[config.mk]
export PLATFORM = sky130hd
export DESIGN_NAME = fifo_drain_fsm
export DESIGN_NICKNAME = d
export VERILOG_FILES = /design/src/rtl/fifo_drain_fsm.sv
export SDC_FILE = /design/constraint.sdc
export NUM_CORES = 1
export LEC_CHECK = 0
export BUFFER_PORTS_ARGS = -buffer_cell sky130_fd_sc_hd__buf_2
export CAP_MARGIN = 20
export CORE_AREA = 2 2 42 63
export DETAILED_ROUTE_END_ITERATION = 8
export DIE_AREA = 0 0 44 65
export PLACE_DENSITY = 0.69
export SYNTH_ARGS = -nofsm -noshare
export SYNTH_HDL_FRONTEND = slang
export SYNTH_SLANG_ARGS = --single-unit
[constraint.sdc]
create_clock -name clk -period 1.6 [get_ports clk]
set_clock_uncertainty 0.15 [all_clocks]
set_input_delay 0.16 -clock clk [delete_from_list [all_inputs] [get_ports clk]]
set_output_delay 0.16 -clock clk [all_outputs]
set_load 0.02 [all_outputs]
[src/rtl/fifo_drain_fsm.sv]
`default_nettype none
// ============================================================================
// Module   : fifo_drain_fsm
// Summary  : Drains N+1 entries from a filled FIFO. Each entry is popped,
//            captured, and presented on a valid/ack handshake. A single-cycle
//            done pulse follows acceptance of the last entry.
// Options  : Define FIFO_DRAIN_SUM_EN to add the sum_out accumulator port.
// Revision : 1.0 - initial release
// ============================================================================
module fifo_drain_fsm #(
    parameter int DATA_W = 8,
    parameter int N_W    = 4
) (
    input  logic              clk,
    input  logic              rst,
    input  logic              start,
    input  logic [N_W-1:0]    N,
    input  logic              fifo_ready,
    input  logic [DATA_W-1:0] rd_data,
    output logic              pop,
    output logic [DATA_W-1:0] out_data,
    output logic              out_valid,
    input  logic              out_ack,
    output logic              out_last,
    output logic              busy,
    output logic              done
`ifdef FIFO_DRAIN_SUM_EN
    ,
    output logic [DATA_W+N_W-1:0] sum_out
`endif
);

    localparam logic [2:0] S_IDLE      = 3'd0;
    localparam logic [2:0] S_WAIT_FULL = 3'd1;
    localparam logic [2:0] S_FETCH     = 3'd2;
    localparam logic [2:0] S_HOLD      = 3'd3;
    localparam logic [2:0] S_DONE      = 3'd4;

    logic [2:0]     state;
    logic [2:0]     next_state;
    logic [N_W-1:0] n_q;
    logic [N_W-1:0] idx;
    logic           at_last;

    // idx is compared before it is incremented, so N = 2^N_W-1 never overflows
    assign at_last = (idx == n_q);

    // State register with asynchronous active-low reset
    always_ff @(posedge clk or negedge rst) begin
        if (!rst) begin
            state <= S_IDLE;
        end else begin
            state <= next_state;
        end
    end

    // Next-state decode
    always_comb begin
        next_state = state;
        case (state)
            S_IDLE:      if (start)      next_state = S_WAIT_FULL;
            S_WAIT_FULL: if (fifo_ready) next_state = S_FETCH;
            S_FETCH:                     next_state = S_HOLD;
            S_HOLD: begin
                if (out_ack) begin
                    next_state = at_last ? S_DONE : S_FETCH;
                end
            end
            S_DONE:                      next_state = S_IDLE;
            default:                     next_state = S_IDLE;
        endcase
    end

    // Handshake and status outputs decoded from state only
    always_comb begin
        pop       = (state == S_FETCH);
        out_valid = (state == S_HOLD);
        busy      = (state != S_IDLE);
        done      = (state == S_DONE);
    end

    // Datapath: latch N on accepted start, capture entry in FETCH, step idx on ack
    always_ff @(posedge clk or negedge rst) begin
        if (!rst) begin
            n_q      <= '0;
            idx      <= '0;
            out_data <= '0;
            out_last <= 1'b0;
        end else begin
            case (state)
                S_IDLE: begin
                    if (start) begin
                        n_q <= N;
                        idx <= '0;
                    end
                end
                S_FETCH: begin
                    out_data <= rd_data;
                    out_last <= at_last;
                end
                S_HOLD: begin
                    if (out_ack && !at_last) begin
                        idx <= idx + 1'b1;
                    end
                end
                default: begin
                end
            endcase
        end
    end

`ifdef FIFO_DRAIN_SUM_EN
    // Running unsigned sum of accepted entries; cleared on accepted start
    always_ff @(posedge clk or negedge rst) begin
        if (!rst) begin
            sum_out <= '0;
        end else if (state == S_IDLE && start) begin
            sum_out <= '0;
        end else if (state == S_HOLD && out_ack) begin
            sum_out <= sum_out + {{N_W{1'b0}}, out_data};
        end
    end
`endif

endmodule
`default_nettype wire

# Yosys cells after proc, flatten, opt, wreduce, memory -nomap -nowiden
# Cells that the tools add are included.
# classes
bitwise_logic	0
add_sub_neg	1
reduce_logical	8
n_mux	8
magnitude_cmp	0
n_mul	0
n_div	0
eq_ne	9
shifts	0
# ops
cell	count
$mux 3	4
$pmux 3 s4	1
$mux 4	2
$pmux 4 s2	1
$eq 3x2->1 const B	2
$reduce_and 3->1	2
$add 4x1->4 const B	1
$eq 4x4->1	1
$ne 2x1->1 const B	2
$ne 2x2->1 const B	2
$eq 3x1->1 const B	1
$eq 3x3->1 const B	1
$logic_not 3->1	1
$reduce_bool 3->1	1
$reduce_and 2->1	1
$reduce_bool 2->1	1
$logic_and 1x1->1	1
$logic_not 1->1	1
# word_totals
mem_count	0
in_bits	17
latch_bits	0
ramBits	0
register_bits	20
mem_bits_ro	0

# Longest topological paths before layout
# depth
depth_word	5
ltp_mapped	5
mapped_depth_nobuf	4

# Worst setup path after synthesis
# No wires, ideal clock.
# synth_timing
kind	flip-flop to flip-flop
startpoint	register state[0]
endpoint	register out_data[0]
arrival_ps	1341
setup_slack_ps	-16
path_stages_with_launch	5
setup_ps	125
path_buffers	2
cell_sequence	dfrtp_1 -> buf_2 -> nor3b_1 -> buf_2 -> mux2_2
# synth_via
elab_chain_cells	1
# synth_lines
element	line_no	text
from (decl)	39	logic [2:0] state;
from (signal assigned)	53	state <= next_state;
$eq 3x2->1	n/a	
named net pop	20	output logic pop,
to (signal assigned)	98	out_data <= rd_data;
to (decl)	21	output logic [DATA_W-1:0] out_data,
# The timed path passes the listed nets, and every way through them passes these cells.
# A chain may end at the register's enable or synchronous reset.

# Final worst setup path
# layout_timing
startpoint	register state[1]
endpoint	output port busy
# layout_via
elab_chain_cells	1
# layout_lines
element	line_no	text
$reduce_bool 3->1	78	busy = (state != S_IDLE);
to (decl)	25	output logic busy,
# Every way passes these cells.

==> run metrics <==
Core Area=2370 sq um; Hold Crit Class=input pin to flop; # rows=22; die height=65 um; total of max-cap violations=0; vias in the first global route=just under 900; Power Total=2.96 mW; violated checks=setup timing; crit path setup slack, layout=-0.0661 ns; sequential fraction of the synthesis area=a little over half; EDFF count, synth=0; Slew Limit Fails=0; post-route ant nets=0; FMAX=roughly 600 MHz; I/O pins=30; Synth area leaders=dfrtp_1, mux2_2, xnor2_1; Syn Inst Count=78; Port Buf Inserts=29; CTS H-tree lvls=1; Pre-antenna DRT Iters=3; largest net degree at the start of global routing=21; relative slew slack=70.3%; fin cells=roughly 170; clock buffer depth=2; Clock Sinks=20; worst slew pin tran=~0.45 ns; Avg Cell Area, Syn=12.3 sq um; RSZ-0062 raised after global routing=true; Die ar.=roughly 2900 sq um; initial drt markers=14; P&R area growth vs syn=60.3%; DRC violations left=0; Period minus WS final=1.67 ns; Netlist cell types=29; Setup CP Type=flop to primary output; GP Congestion=0.812; Final nets=161; area leader, netlist=dfrtp_1; root buffer cell=clkbuf_4; Synth async-reset ratio=between 90% and 100%; # setup viols final=6; largest vdd supply drop=roughly 1.2 mV; status=finished, violations left; Max Fanout on Critical Path=5; Synth Flop Type=dfrtp_1; worst-skew pair later-pin latency=approximately 0.29 ns; vias=about 840; first-pass GRT wire length=around 4 mm; vias per cell=about 5.1; Fin. Hold Viols=0; CTS Buf Count=3; Starting Density=about two fifths; Routed WL per cell=14.2 um; grt ovf=0; P_leak=0.719 nW; DP Area=~1200 sq um; post-placement setup slack=about 0.016 ns; top cell type's share of synthesized area=52.4%; Arr. time, crit path=1.36 ns; CTS tree=done; Clock transition at path regs=between 0.1 and 0.15 ns; Inst Count DP=138; Min Hold Slack=~0.07 ns; pwr/cell area=approximately 1900 nW/um^2; initial antenna violation count=0; netlist area before placement=~960 sq um; diode count=0; dpl hpwl=1.55 mm; Period Utilization, post-route=104%; Critical Path RT=1.29 ns; CP Capture Type=primary output; chip width=around 44 um; total global-route track usage=a little under a fifth; design area=1530 sq um; fill cell count=193; #FFs+latches synth=20; share of layout cells above drive strength 1=slightly below 60%; synth warn=0; Detailed Route WL=2.34 mm; crit start category=flop; Syn Nets=96
==> cell usage in the layout (no fill, tap or decap), drive strengths merged, types with 2 or more instances in the layout <==
master       instances
clkbuf               3
nand2                2
o21ai                2
nor3b                2
inv                  3
mux2                12
buf                 49
dfrtp               20
a32o                 2
xnor2                4
nor2                 7
a211oi               2
dlygate4sd3         14
a21oi                3
a31oi                2
==> flip-flops by register name, summed over array words and instances, names as in the netlist <==
register,flops
out_last,1
n_q,4
state,3
idx,4
out_data,8
==> critical path: stages, from the launching register on <==
cell and delay, ns:
dfrtp_2 0.43, buf_6 0.13, or3_4 0.37, buf_6 0.14
==> what timing repair did <==
action                     4_1_cts  5_1_grt
pin swaps                        2        4
setup endpoints to repair        5       20
hold endpoints to repair        33        0
setup buffers                    9        2
hold buffers                    14        0
resized for setup               16       13
==> area by class of cell <==
type / instances / area [sq um] / area share (%)
Sequential cell: 20 / 504 / 32.9
Multi-Input combinational cell: 52 / 499 / 32.6
Timing Repair Buffer: 63 / 463 / 30.2
Tap cell: 24 / 30.0 / 1.96
Clock buffer: 3 / 22.5 / 1.47
Inverter: 3 / 13.8 / 0.898
==> routing by layer <==
metal  global-route usage, %  vias to the layer above  wire length [um]  share of wire [%]
met4                    9.85                        0                55                2.4
met5                       0                        -                 0                  0
met1                    21.8                      417               889                 38
met2                    33.5                       15              1330                 57
li1                        -                      406                 -                  -
met3                    1.67                        6                57                2.4
==> cells by family after synthesis <==
| logic type | after synthesis | share of synthesized area, % |
|---|---|---|
| AND/OR/NAND/NOR | 21 | 15.1 |
| buffers and inverters | 6 | 3.01 |
| flip-flops | 20 | 52.4 |
| AO/OA/AOI/OAI | 13 | 9.42 |
| adder cells (fa/ha/maj) | 1 | 1.31 |
| multiplexers | 13 | 15.2 |
| XOR/XNOR | 4 | 3.66 |
==> synth_stat cells (all sizes together) (2+ instances only) <==
cell type and instances:
dfrtp 20, mux2 12, nor2 7, xnor2 4
a21oi 3, buf 3, inv 3, a211oi 2
a31oi 2, a32o 2, nand2 2, nor3b 2
o21ai 2
==> report_power, final <==
| part | switching (mW) | internal (mW) |
|---|---|---|
| sequential | 0.198 | 0.753 |
| combinational | 0.812 | 0.973 |
| clock | 0.139 | 0.0875 |
==> worst paths after layout <==
| check | start | depth (start not counted) | end | slack [ns] |
|---|---|---|---|---|
| max | state[1] | 3 | busy | -0.07 |
| min | fifo_ready | 4 | state[0] | 0.07 |
| max reg2reg | state[0] | 4 | n_q[1] | -0.03 |
| min reg2reg | out_data[5] | 1 | out_data[5] | 0.36 |
| max in group asynchronous | rst | 2 | state[2] | 0.76 |
| min in group asynchronous | rst | 2 | out_data[0] | 0.21 |
==> stage by stage <==
step,setup TNS (ns),util [%]
2_1_floorplan,0,-
4_1_cts,-0.312,62.1
3_3_place_gp,0,50.2
6_report,-0.172,64.7
5_1_grt,-1.25,64.7
3_5_place_dp,0,50.2
Power figures use the tool's default switching activity.
